File: src/rtl/vga_pixel_fetch.sv
// Pixel fetch stage behind the VGA sync generator: framebuffer addressing,
// built-in test patterns and timing alignment of colour with blank/HS/VS.
module vga_pixel_fetch #(
    parameter int H_VISIBLE   = 800,
    parameter int V_VISIBLE   = 480,
    parameter int ADDR_W      = 19,
    parameter int MEM_LATENCY = 2,
    parameter int COLOR_W     = 8
) (
    input  logic                   vga_clk,
    input  logic                   reset,
    input  logic [10:0]            pixel_h,
    input  logic [10:0]            pixel_v,
    input  logic                   blank_n_in,
    input  logic                   hs_in,
    input  logic                   vs_in,
    input  logic [1:0]             pattern_sel,
    output logic [ADDR_W-1:0]      mem_addr,
    output logic                   mem_rd,
    input  logic [3*COLOR_W-1:0]   mem_data,
    output logic [COLOR_W-1:0]     vga_r,
    output logic [COLOR_W-1:0]     vga_g,
    output logic [COLOR_W-1:0]     vga_b,
    output logic                   vga_blank_n,
    output logic                   vga_hs,
    output logic                   vga_vs,
    output logic                   frame_start
);

    localparam int L     = MEM_LATENCY + 1;
    localparam int RGB_W = 3 * COLOR_W;
    localparam int BAR_W = H_VISIBLE / 8;
    localparam int CNT_W = $clog2(H_VISIBLE + 1);

    localparam logic [10:0]       H_VIS    = 11'(H_VISIBLE);
    localparam logic [10:0]       V_VIS    = 11'(V_VISIBLE);
    localparam logic [ADDR_W-1:0] H_STRIDE = ADDR_W'(H_VISIBLE);
    localparam logic [CNT_W-1:0]  BAR_LAST = CNT_W'(BAR_W - 1);

    typedef enum logic [1:0] {
        MODE_FB    = 2'd0,
        MODE_BARS  = 2'd1,
        MODE_CHECK = 2'd2,
        MODE_WHITE = 2'd3
    } mode_t;

    mode_t              active_sel;
    logic [10:0]        v_prev;
    logic [ADDR_W-1:0]  line_base;
    logic [2:0]         bar_idx;
    logic [CNT_W-1:0]   bar_cnt;

    logic               in_range;
    logic               vs_rise;
    logic [ADDR_W-1:0]  base_next;
    logic [ADDR_W-1:0]  addr_next;
    logic [2:0]         idx_cur;
    logic [CNT_W-1:0]   cnt_cur;
    logic [2:0]         idx_next;
    logic [CNT_W-1:0]   cnt_next;
    logic [RGB_W-1:0]   pat_word;
    logic [RGB_W-1:0]   rgb;

    // Index 0 is the newest entry; index L-1 lines up with mem_data.
    logic [L-1:0]       hs_sr;
    logic [L-1:0]       vs_sr;
    logic [L-1:0]       blank_sr;
    logic [L-1:0]       range_sr;
    logic [L-1:0]       rd_sr;
    mode_t              mode_sr [L];
    logic [RGB_W-1:0]   pat_sr  [L];

    assign vs_rise  = vs_in & ~vs_sr[0];
    assign in_range = blank_n_in && (pixel_h < H_VIS) && (pixel_v < V_VIS);

    // Running line base: add one stride per new line, no multiplier.
    always_comb begin
        base_next = line_base;
        if (pixel_v == 11'd0) begin
            base_next = '0;
        end else if (pixel_v != v_prev) begin
            base_next = line_base + H_STRIDE;
        end
        addr_next = base_next + ADDR_W'(pixel_h);
    end

    // Colour-bar tracking: restart at column 0, last bar takes the remainder.
    always_comb begin
        idx_cur  = (pixel_h == 11'd0) ? 3'd0 : bar_idx;
        cnt_cur  = (pixel_h == 11'd0) ? '0 : bar_cnt;
        idx_next = idx_cur;
        cnt_next = cnt_cur;
        if (idx_cur != 3'd7) begin
            if (cnt_cur == BAR_LAST) begin
                idx_next = idx_cur + 3'd1;
                cnt_next = '0;
            end else begin
                cnt_next = cnt_cur + CNT_W'(1);
            end
        end
    end

    // Test-pattern colour for the incoming coordinate.
    always_comb begin
        pat_word = '0;
        unique case (active_sel)
            MODE_BARS: pat_word = {{COLOR_W{~idx_cur[2]}},
                                   {COLOR_W{~idx_cur[1]}},
                                   {COLOR_W{~idx_cur[0]}}};
            MODE_CHECK: pat_word = {RGB_W{pixel_h[4] ^ pixel_v[4]}};
            MODE_WHITE: pat_word = {RGB_W{1'b1}};
            default:    pat_word = '0;
        endcase
    end

    // Stage 0 state: address, line tracking, bar counters, frame mode.
    always_ff @(posedge vga_clk or posedge reset) begin
        if (reset) begin
            v_prev     <= '0;
            line_base  <= '0;
            mem_addr   <= '0;
            bar_idx    <= '0;
            bar_cnt    <= '0;
            active_sel <= MODE_FB;
        end else begin
            v_prev    <= pixel_v;
            line_base <= base_next;
            bar_idx   <= idx_next;
            bar_cnt   <= cnt_next;
            if (in_range) begin
                mem_addr <= addr_next;
            end
            if (vs_rise) begin
                active_sel <= mode_t'(pattern_sel);
            end
        end
    end

    // Delay lines carrying timing, mode and pattern alongside the RAM read.
    always_ff @(posedge vga_clk or posedge reset) begin
        if (reset) begin
            hs_sr       <= '0;
            vs_sr       <= '0;
            blank_sr    <= '0;
            range_sr    <= '0;
            rd_sr       <= '0;
            frame_start <= 1'b0;
            for (int i = 0; i < L; i++) begin
                mode_sr[i] <= MODE_FB;
                pat_sr[i]  <= '0;
            end
        end else begin
            hs_sr       <= {hs_sr[L-2:0], hs_in};
            vs_sr       <= {vs_sr[L-2:0], vs_in};
            blank_sr    <= {blank_sr[L-2:0], blank_n_in};
            range_sr    <= {range_sr[L-2:0], in_range};
            rd_sr       <= {rd_sr[L-2:0], in_range && (active_sel == MODE_FB)};
            frame_start <= vs_sr[L-2] & ~vs_sr[L-1];
            mode_sr[0]  <= active_sel;
            pat_sr[0]   <= pat_word;
            for (int i = 1; i < L; i++) begin
                mode_sr[i] <= mode_sr[i-1];
                pat_sr[i]  <= pat_sr[i-1];
            end
        end
    end

    // Final colour select; the RAM output register acts as the data register.
    always_comb begin
        rgb = '0;
        if (blank_sr[L-1] && range_sr[L-1]) begin
            if (mode_sr[L-1] == MODE_FB) begin
                if (rd_sr[L-1]) begin
                    rgb = mem_data;
                end
            end else begin
                rgb = pat_sr[L-1];
            end
        end
    end

    assign mem_rd      = rd_sr[0];
    assign vga_r       = rgb[3*COLOR_W-1:2*COLOR_W];
    assign vga_g       = rgb[2*COLOR_W-1:COLOR_W];
    assign vga_b       = rgb[COLOR_W-1:0];
    assign vga_blank_n = blank_sr[L-1];
    assign vga_hs      = hs_sr[L-1];
    assign vga_vs      = vs_sr[L-1];

endmodule

File: config.mk
export PLATFORM = sky130hd
export DESIGN_NAME = vga_pixel_fetch
export DESIGN_NICKNAME = d
export VERILOG_FILES = /design/src/rtl/vga_pixel_fetch.sv
export SDC_FILE = /design/constraint.sdc
export NUM_CORES = 1
export LEC_CHECK = 0
export CAP_MARGIN = 10
export CORE_ASPECT_RATIO = 1.25
export CORE_MARGIN = 10
export CORE_UTILIZATION = 55
export CTS_BUF_LIST = sky130_fd_sc_hd__clkbuf_4 sky130_fd_sc_hd__clkbuf_8 sky130_fd_sc_hd__clkbuf_16
export CTS_CLUSTER_SIZE = 14
export DETAILED_ROUTE_END_ITERATION = 16
export PLACE_DENSITY_LB_ADDON = 0.15
export SETUP_SLACK_MARGIN = 0.02
export SYNTH_ARGS = -nofsm -noshare
export SYNTH_HDL_FRONTEND = slang
export SYNTH_SLANG_ARGS = --single-unit
File: constraint.sdc
create_clock -name vga_clk -period 8.1 [get_ports vga_clk]
set_input_delay 1.215 -clock vga_clk [delete_from_list [all_inputs] [get_ports vga_clk]]
set_output_delay 1.215 -clock vga_clk [all_outputs]
set_load 0.05 [all_outputs]
==> metrics.md, run 1 <==
| Metric | Value |
|---|---|
| Sequential area share after synthesis | `0.5155` |
| Synth Cell Area | `4612 sq um` |
| Post-synth ARST share | `1.000` |
| First-pass GRT wire length | `18.60 mm` |
| # H-tree levels | `3` |
| # resized after CTS | `0` |
| GRT Util Overall | `0.1886` |
| Status | `finished clean` |
| Die Area | `12,470 sq um` |
| Starting DRT DRC Count | `120` |
| Most common cell after layout, fill and taps aside | `clkdlybuf4s50_1` |
| Cell count after synthesis | `465` |
| Post-route DRC | `0` |
| Tot Pwr | `1690 uW` |
| First-pass iteration count of the detailed router | `4` |
| Final nets | `632` |
| Wire per inst | `17.15 microns` |
| RSZ-0062 raised after global routing | `false` |
| Critical path arrival | `4.87 ns` |
| Routed Antenna Nets | `0` |
| Share of the synthesized area in the top cell type | `0.5155` |
| CP Capture Type | `register` |
| R2R setup slack | `4.57 ns` |
| Fmax | `217.0 MHz` |
| Setup TNS | `0 ns` |
| HPWL after DPL | `8.661 mm` |
| Worst flop-to-flop path startpoint | `v_prev[5]` |
| Latest clock arrival within the worst-skew pair | `0.37 ns` |
| Core footprint | `8194 sq um` |
| Syn Area/Cell | `9.918 sq um` |
| Buffers on Ports | `100` |
| Setup Fix Bufs, Post-CTS | `0` |
| Synthesized flop and latch total | `95` |
| Share of cells above drive strength 1 | `0.05634` |
| Most frequent cells in the layout | `clkdlybuf4s50_1 (100), dfrtp_1 (95), nand2_1 (70), nor2_1 (36), a21oi_1 (30)` |
| Hold endpoint | `mode_sr[0]` |
| Warnings from Yosys | `0` |
| Die Ht | `122.4 microns` |
| # IOs | `101` |
| CTS tree | `done` |
| Slew at the pin closest to its max-slew limit | `1.002 ns` |
| Drt total wl | `11.40 mm` |
| Static leakage | `0.002555 uW` |
| Clock Tree Root | `clkbuf_8` |
| Overflow after GRT | `0` |
| Vias per inst | `5.565` |
| CTS Buf Count | `9` |
| Worst hold-check path type | `register to register` |
| Synth Flop Type | `dfrtp_1` |
| Core Rows | `37` |
| Non-filler cells, final | `665` |
| Placed Cells | `649` |
| Fin. max-slew vios | `0` |
| Worst R2R End | `mem_addr[18]` |
| Min-Delay Startpoint | `mode_sr[2]` |
| Vias post-DR | `3,701` |
| Initial Utilization | `0.5628` |
| Rel. slew slack | `0.3293` |
| Worst vdd ir | `216.4 uV` |
| CTS sink count | `95` |
| Post-synth EDFFs | `0` |
| Syn nets | `534` |
| Die Span X | `101.9 microns` |
| Antenna Cells | `0` |
| Hold Path Cell Cnt | `0` |
| Final setup vio count | `0` |
| Synthesis-to-finish area growth | `27.48%` |
| Kind of critical path | `input port to register` |
| Crit start category | `input port` |
| Fin crit share | `0.5688` |
| Tmin final | `4.607 ns` |
| Max-cap violations | `0` |
| Max clock buf depth | `2` |
| Yosys top cell by area | `dfrtp_1` |
| Worst Skew | `0.01079 ns` |
| Largest cells by area after synthesis | `dfrtp_1 (52%), nand2_1 (5.7%), xor2_1 (4.6%)` |
| Power density over the cells | `287.5 nW/um^2` |
| Clock-pin slew on the worst setup and hold paths | `0.09 ns` |
| Largest net degree at the start of global routing | `60` |
| R2R cell count | `15` |
| Critical-path maximum fanout | `13` |
| Synth cell types | `53` |
| CP required | `8.36 ns` |
| Vias in the first global route | `3,696` |
| GPL Wtd Cong | `0.8735` |
| # hold bufs at CTS | `0` |
| Initial antenna violation count | `0` |
| Final hold vios | `0` |
-- worst max-delay path by stage --
stage / startpoint / to / slack (ns) / cells after the start
after floorplan: pixel_v[2] / mem_addr[18] / 3.97 / 16
after global placement: pixel_v[6] / mem_addr[18] / 3.23 / 15
after detailed placement: pixel_v[6] / mem_addr[18] / 3.13 / 13
after CTS: pixel_v[6] / mem_addr[18] / 3.53 / 13
after global routing: pixel_v[6] / mem_addr[18] / 3.15 / 15
final: pixel_v[9] / mem_addr[18] / 3.49 / 13
-- logic make-up after synthesis --
logic type | share of synthesized area
buf+inv | 0.03038
compound gates | 0.1340
simple gates | 0.1823
mux | 0.009224
flops | 0.5155
fa+ha+maj | 0.04504
xor+xnor | 0.08356
-- stage by stage --
stage               worst slack, ns  utilization  cell area (sq um)  hold slack [ns]
finish                        3.493       0.7175               5879           0.3533
global route                  3.148       0.7175               5879           0.3580
CTS                           3.530       0.7175               5879           0.3553
detailed placement            3.129       0.6934               5682           0.3347
global placement              3.229       0.6934               5682           0.3316
floorplan                     3.969            -               4612           0.3312
-- sequential cells by signal (all words and copies together) (netlist names) --
name         count
line_base       19
vs_sr            3
frame_start      1
range_sr         3
active_sel       2
bar_idx          3
pat_sr           9
rd_sr            3
mode_sr          6
hs_sr            3
mem_addr        19
bar_cnt         10
v_prev          11
blank_sr         3
-- where the power goes --
group	switching [uW]	internal [uW]	leakage, uW	total [uW]
clock network	168	143	0.0000992	311
registers	90.2	577	0.00116	667
logic	434	279	0.00129	713
-- synthesized netlist by cell type, types with 3 or more instances --
cell type  instances
a211oi_1           4
a21o_1             5
a21oi_1           30
and2_1             9
and3_1             3
buf_2              4
clkbuf_1          11
dfrtp_1           95
ha_1              15
inv_1             15
nand2_1           70
nand3_1           17
nand4_1           10
nor2_1            36
nor2b_1            4
nor3_1            12
nor4_1             5
o211ai_1           3
o21ai_0           18
o21ai_1            9
o31ai_1            3
or3_1              5
xnor2_1           20
xor2_1            24
-- layer usage --
metal	up-vias	part of all wire	GRT usage
met5	-	0	0
met4	0	0.019	0.07067
met3	19	0.082	0.06071
met2	128	0.45	0.2926
met1	1743	0.45	0.2419
li1	1811	-	-
-- worst max-delay path, stage by stage --
cell and delay (ns):
clkdlybuf4s50_1 0.49, nor4_1 0.36, and3_1 0.64, nor2_1 0.17, ha_1 0.39, nand3_1 0.11, nand2_1 0.05, a41o_1 0.22
o41a_1 0.37, a311o_1 0.42, and4_1 0.24, mux2i_1 0.12, nand2_1 0.06
-- final cells by class --
type | count | area (sq um)
clock inverters | 7 | 73.82
repair buffers | 104 | 1031
clock buffers | 9 | 123.9
inverters | 15 | 57.56
flip-flops and latches | 95 | 2377
well taps | 97 | 121.4
multi-input cells | 338 | 2095
fillers | 624 | 2315
(Power assumes the default switching activity.)
==> run 2, diff against run 1 <==
--- a/config.mk
+++ b/config.mk
@@ -8,7 +8,7 @@
 export CAP_MARGIN = 10
 export CORE_ASPECT_RATIO = 1.25
 export CORE_MARGIN = 10
-export CORE_UTILIZATION = 55
+export CORE_UTILIZATION = 51
 export CTS_BUF_LIST = sky130_fd_sc_hd__clkbuf_4 sky130_fd_sc_hd__clkbuf_8 sky130_fd_sc_hd__clkbuf_16
 export CTS_CLUSTER_SIZE = 14
 export DETAILED_ROUTE_END_ITERATION = 16
==> constraint.sdc (replaced) <==
create_clock -name vga_clk -period 4.7 [get_ports vga_clk]
set_input_delay 0.705 -clock vga_clk [delete_from_list [all_inputs] [get_ports vga_clk]]
set_output_delay 0.705 -clock vga_clk [all_outputs]
set_load 0.05 [all_outputs]
==> run 2 against run 1 <==
  * Flip-flop and latch count did not move
  * Non-clock buffer count rose by 2
  * Global-route usage fell by 1.8 points
  * Clock power rose by 88%
  * Largest power group unchanged
==> metrics.md, run 2 (same netlist as run 1, synthesis figures left out) <==
| Metric | Value |
|---|---|
| Worst vdd ir | `405.2 uV (+87%)` |
| Vias post-DR | `3,725 (+0.65%)` |
| Status | `finished clean` |
| Fin. max-slew vios | `0 (unchanged)` |
| CP required | `4.95 ns (-3.41 ns)` |
| # H-tree levels | `3 (unchanged)` |
| Wire per inst | `16.29 microns (-5.0%)` |
| Setup Fix Bufs, Post-CTS | `0 (unchanged)` |
| HPWL after DPL | `8.655 mm (about the same)` |
| Synthesis-to-finish area growth | `28.84%` |
| Drt total wl | `11.22 mm (-1.6%)` |
| CP Capture Type | `register` |
| CP Launch Point | `pixel_v[6]` |
| Fmax | `246.3 MHz` |
| Die Ht | `126.3 microns (+3.2%)` |
| Worst flop-to-flop path startpoint | `v_prev[10]` |
| Clock Tree Root | `clkbuf_8` |
| Kind of critical path | `input port to register` |
| Min-Delay Startpoint | `mode_sr[4]` |
| Largest net degree at the start of global routing | `51 (-15%)` |
| Die Area | `13,270 sq um (+6.4%)` |
| Final hold vios | `0 (unchanged)` |
| Final nets | `634 (+0.32%)` |
| Vias per inst | `5.406 (-2.9%)` |
| First-pass iteration count of the detailed router | `4 (unchanged)` |
| Buffers & Inverters on Critical Path | `3 (+2)` |
| Max stage delay cell, worst path | `clkdlybuf4s50_1` |
| # IOs | `101 (unchanged)` |
| Most common cell after layout, fill and taps aside | `clkdlybuf4s50_1` |
| CP dominant cell by count | `inv_1` |
| First-pass GRT wire length | `18.57 mm (-0.15%)` |
| Slew at the pin closest to its max-slew limit | `0.9647 ns (-0.03682 ns)` |
| Tmin final | `4.059 ns` |
| Worst stage delay on the critical path | `0.47 ns (-0.17 ns)` |
| Latest clock arrival within the worst-skew pair | `0.35 ns (-0.02 ns)` |
| Core footprint | `8748 sq um (+6.8%)` |
| Antenna Cells | `0 (unchanged)` |
| # resized after CTS | `0 (unchanged)` |
| Design area | `5942 sq um (+1.1%)` |
| Power density over the cells | `495.9 nW/um^2 (+72%)` |
| Share of cells above drive strength 1 | `0.05800 (+0.001658)` |
| Initial Utilization | `0.5272 (-0.03566)` |
| Fin crit share | `0.8637` |
| Initial antenna violation count | `0 (unchanged)` |
| Final setup vio count | `0 (unchanged)` |
| Rel. slew slack | `0.3540 (+0.02466)` |
| CP cell instances | `clkdlybuf4s50_1 > nor4_1 > nand3_1 > and2_1 > ha_1 > inv_1 > fa_1 > inv_1 > a21o_1 > a41o_1 > o41a_1 > a311o_1 > and4_1 > mux2i_1 > nand2_1` |
| RSZ-0062 raised after global routing | `false` |
| Post-route DRC | `0 (unchanged)` |
| GRT Util Overall | `0.1705 (-0.01810)` |
| Starting DRT DRC Count | `131 (+9.2%)` |
| Overflow after GRT | `0 (unchanged)` |
| # hold bufs at CTS | `0 (unchanged)` |
| Worst Skew | `0.008459 ns (-0.002327 ns)` |
| GPL Wtd Cong | `0.8883 (+1.7%)` |
| Regs by FF count | `line_base x19, mem_addr x19, v_prev x11` |
| CTS sink count | `95 (unchanged)` |
| Setup TNS | `0 ns (unchanged)` |
| Crit start category | `input port` |
| Worst hold-check path type | `register to register` |
| CTS Buf Count | `9 (unchanged)` |
| Critical path's top delay family | `compound AO/OA/AOI/OAI gates` |
| Buffers on Ports | `100 (unchanged)` |
| Most frequent cells in the layout | `clkdlybuf4s50_1 (100), dfrtp_1 (95), nand2_1 (70), nor2_1 (36), a21oi_1 (30)` |
| Routed Antenna Nets | `0 (unchanged)` |
| Vias in the first global route | `3,741 (+1.2%)` |
| Max-cap violations | `0 (unchanged)` |
| Placed Area | `5725 sq um (+0.77%)` |
| Core Rows | `38 (+2.7%)` |
| Max clock buf depth | `2 (unchanged)` |
| CTS tree | `done` |
| Critical-path maximum fanout | `5 (-8)` |
| Critical path arrival | `4.31 ns (-0.56 ns)` |
| Clock-pin slew on the worst setup and hold paths | `0.09 ns (about the same)` |
| Die Span X | `105.1 microns (+3.1%)` |
| Static leakage | `0.002568 uW (+0.50%)` |
[run 2: changes by cell type in the layout (fill, tap and decap cells not counted), sizes merged]
cell | before | now
clkinv | 6 | 1
clkinvlp | 1 | 2
buf | 4 | 6
bufinv | 1 | 2
inv | 14 | 16
[run 2: final cells by class]
| type | count | area (sq um) |
|---|---|---|
| clock buffer | 9 | 123.9 |
| clock inverter | 6 | 92.59 |
| fill | 699 | 2806 |
| inverter | 15 | 57.56 |
| multi-input combinational | 338 | 2095 |
| sequential | 95 | 2377 |
| tap | 120 | 150.1 |
| timing repair buffer | 106 | 1046 |
[run 2: metal layers]
layer	up-vias	GRT usage	share of wire
met4	0	0.06311	0.015
met5	-	0	0
li1	1816	-	-
met2	131	0.2646	0.45
met3	13	0.04357	0.057
met1	1765	0.2254	0.48
[run 2: path summary, 6_finish.rpt]
path / end / slack, ns / depth (start not counted)
min reg2reg: mode_sr[2] / 0.35 / 0
max reg2reg: mem_addr[18] / 1.26 / 15
min in group asynchronous: active_sel[1] / 0.84 / 2
max in group asynchronous: v_prev[8] / 2.81 / 3
min: mode_sr[2] / 0.35 / 0
max: mem_addr[18] / 0.64 / 15
[run 2: report_power, final]
group | leakage (uW) | switching, uW | internal, uW
Clock | 0.000102 | 283 | 300
Combinational | 0.00130 | 730 | 480
Sequential | 0.00116 | 158 | 994
[run 2: through the flow]
| stage | worst slack [ns] | hold WS, ns | util | power [uW] | std cells |
|---|---|---|---|---|---|
| 2_1_floorplan | 1.079 | 0.3312 | - | 2032 | 465 |
| 3_3_place_gp | 0.4320 | 0.3323 | 0.6545 | 2341 | 674 |
| 3_5_place_dp | 0.3100 | 0.3347 | 0.6545 | 2373 | 674 |
| 4_1_cts | 0.6536 | 0.3555 | 0.6792 | 2965 | 689 |
| 5_1_grt | 0.3709 | 0.3634 | 0.6792 | 3137 | 689 |
| 6_report | 0.6405 | 0.3549 | 0.6792 | 2946 | 689 |
==> run 3, diff against run 2 <==
--- a/config.mk
+++ b/config.mk
@@ -12,6 +12,7 @@
 export CTS_BUF_LIST = sky130_fd_sc_hd__clkbuf_4 sky130_fd_sc_hd__clkbuf_8 sky130_fd_sc_hd__clkbuf_16
 export CTS_CLUSTER_SIZE = 14
 export DETAILED_ROUTE_END_ITERATION = 16
+export MAX_ROUTING_LAYER = met4
 export PLACE_DENSITY_LB_ADDON = 0.15
 export SETUP_SLACK_MARGIN = 0.02
 export SYNTH_ARGS = -nofsm -noshare
==> run 3 against run 2 <==
  * Combinational power barely moved
  * Routed wire length grew 0.75%
  * Cell count did not move
  * Largest cell class unchanged
==> metrics.md, run 3 (same netlist as run 1, synthesis figures left out) <==
| Metric | Value |
|---|---|
| Max clock buf depth | `2 (unchanged)` |
| Die Span X | `105.1 microns (unchanged)` |
| Wl on met1 | `5.419 mm (+1.1%)` |
| Routed Antenna Nets | `0 (unchanged)` |
| Fin. max-slew vios | `0 (unchanged)` |
| Starting DRT DRC Count | `142 (+8.4%)` |
| Latest clock arrival within the worst-skew pair | `0.36 ns (about the same)` |
| Buffers on Ports | `100 (unchanged)` |
| GPL Wtd Cong | `0.9032 (+1.7%)` |
| Setup Fix Bufs, Post-CTS | `0 (unchanged)` |
| Die Area | `13,270 sq um (unchanged)` |
| # resized after CTS | `0 (unchanged)` |
| Slew at the pin closest to its max-slew limit | `0.9664 ns (+0.001650 ns)` |
| Critical-path maximum fanout | `5 (unchanged)` |
| Fillers | `699 (unchanged)` |
| Vias per inst | `5.430 (+0.43%)` |
| Worst vdd ir | `409.9 uV (+1.1%)` |
| Initial antenna violation count | `0 (unchanged)` |
| Initial Utilization | `0.5272 (unchanged)` |
| Critical path arrival | `4.34 ns (+0.03 ns)` |
| # hold bufs at CTS | `0 (unchanged)` |
| CTS sink count | `95 (unchanged)` |
| Vias post-DR | `3,741 (+0.43%)` |
| Antenna Cells | `0 (unchanged)` |
| CP required | `4.95 ns (about the same)` |
| Routed met2 length | `5.060 mm (about the same)` |
| RSZ-0062 raised after global routing | `false` |
| Highest routed layer | `met4` |
| Tmin final | `4.089 ns (+0.02913 ns)` |
| Final nets | `634 (unchanged)` |
| # H-tree levels | `3 (unchanged)` |
| Worst flop-to-flop path startpoint | `v_prev[10]` |
| CP Launch Point | `pixel_v[6]` |
| Share of cells above drive strength 1 | `0.05800 (unchanged)` |
| WHS | `0.3549 ns (+0.00008400 ns)` |
| Non-filler cells, final | `689 (unchanged)` |
| Overflow after GRT | `0 (unchanged)` |
| Clock Tree Root | `clkbuf_8` |
| CTS tree | `done` |
| Fin crit share | `0.8699 (+0.006198)` |
| Vias in the first global route | `3,743 (+0.053%)` |
| Crit start category | `input port` |
| Final Worst Setup Slack | `0.6114 ns (-0.02913 ns)` |
| Status | `finished clean` |
| Die Ht | `126.3 microns (unchanged)` |
| WL met3 | `619 microns (-2.5%)` |
| Max-cap violations | `0 (unchanged)` |
| Regs by FF count | `line_base x19, mem_addr x19, v_prev x11` |
| Core footprint | `8748 sq um (unchanged)` |
| Most common cell after layout, fill and taps aside | `clkdlybuf4s50_1` |
| # IOs | `101 (unchanged)` |
| HPWL after DPL | `8.655 mm (unchanged)` |
| Power density over the cells | `496.7 nW/um^2 (+0.18%)` |
| Rel. slew slack | `0.3529 (-0.001105)` |
| Wire per inst | `16.41 microns (+0.75%)` |
| Largest net degree at the start of global routing | `51 (unchanged)` |
| Synthesis-to-finish area growth | `28.84% (unchanged)` |
| Setup TNS | `0 ns (unchanged)` |
| CP Capture Type | `register` |
| Worst Skew | `0.009674 ns (+0.001215 ns)` |
| First-pass GRT wire length | `18.56 mm (about the same)` |
| CTS Buf Count | `9 (unchanged)` |
| Placed Cells | `674 (unchanged)` |
| Final hold vios | `0 (unchanged)` |
| Fmax | `244.6 MHz (-0.71%)` |
| Most frequent cells in the layout | `clkdlybuf4s50_1 (100), dfrtp_1 (95), nand2_1 (70), nor2_1 (36), a21oi_1 (30)` |
| First-pass iteration count of the detailed router | `4 (unchanged)` |
| Core Rows | `38 (unchanged)` |
| Min-Delay Startpoint | `mode_sr[4]` |
| Clock-pin slew on the worst setup and hold paths | `0.09 ns (about the same)` |
| Drt total wl | `11.31 mm (+0.75%)` |
| Post-route DRC | `0 (unchanged)` |
| Final setup vio count | `0 (unchanged)` |
| GRT Util Overall | `0.1757 (+0.005213)` |
| Kind of critical path | `input port to register` |
| Static leakage | `0.002568 uW (unchanged)` |
| Pre-CTS setup slack | `0.3100 ns (unchanged)` |
| Worst hold-check path type | `register to register` |
==> run 3: cell counts in the layout (fill, tap and decap cells not counted) <==
No cell type changed its count.
==> run 3: path summary, 6_finish.rpt <==
check | to | slack [ns] | depth (start not counted)
worst min register to register | mode_sr[2] | 0.35 | 0
worst max-delay path | mem_addr[18] | 0.61 | 15
worst min-delay path | mode_sr[2] | 0.35 | 0
worst max register to register | mem_addr[18] | 1.25 | 15
min in group asynchronous | bar_idx[2] | 0.83 | 2
max in group asynchronous | v_prev[8] | 2.82 | 3
==> run 3: layout make-up <==
class                           instances  area (sq um)  area share
Inverter                               15         57.56    0.009686
Multi-Input combinational cell        338          2095      0.3525
Timing Repair Buffer                  106          1046      0.1760
Clock buffer                            9         123.9     0.02085
Tap cell                              120         150.1     0.02527
Clock inverter                          6         92.59     0.01558
Sequential cell                        95          2377      0.4001
==> run 3: where the power goes <==
| part | switching, uW | internal, uW |
|---|---|---|
| Sequential | 157 | 994 |
| Clock | 286 | 300 |
| Combinational | 734 | 480 |
==> run 3: worst max-delay path: stages <==
cell,delay [ns]
clkdlybuf4s50_1,0.47
nor4_1,0.42
nand3_1,0.24
and2_1,0.25
ha_1,0.22
inv_1,0.08
fa_1,0.22
inv_1,0.06
a21o_1,0.19
a41o_1,0.26
o41a_1,0.38
a311o_1,0.42
and4_1,0.23
mux2i_1,0.13
nand2_1,0.07
==> run 3: through the flow <==
stage	utilization	cell area, sq um	total power (uW)
CTS	0.6792	5942	2965
floorplan	-	4612	2032
global placement	0.6545	5725	2341
detailed placement	0.6545	5725	2373
global route	0.6792	5942	3136
finish	0.6792	5942	2952
==> run 3: per-layer routing <==
| layer | vias up | global-route usage |
|---|---|---|
| met1 | 1769 | 0.2261 |
| li1 | 1811 | - |
| met3 | 16 | 0.03749 |
| met4 | 0 | 0.07282 |
| met2 | 145 | 0.2646 |
| met5 | - | - |
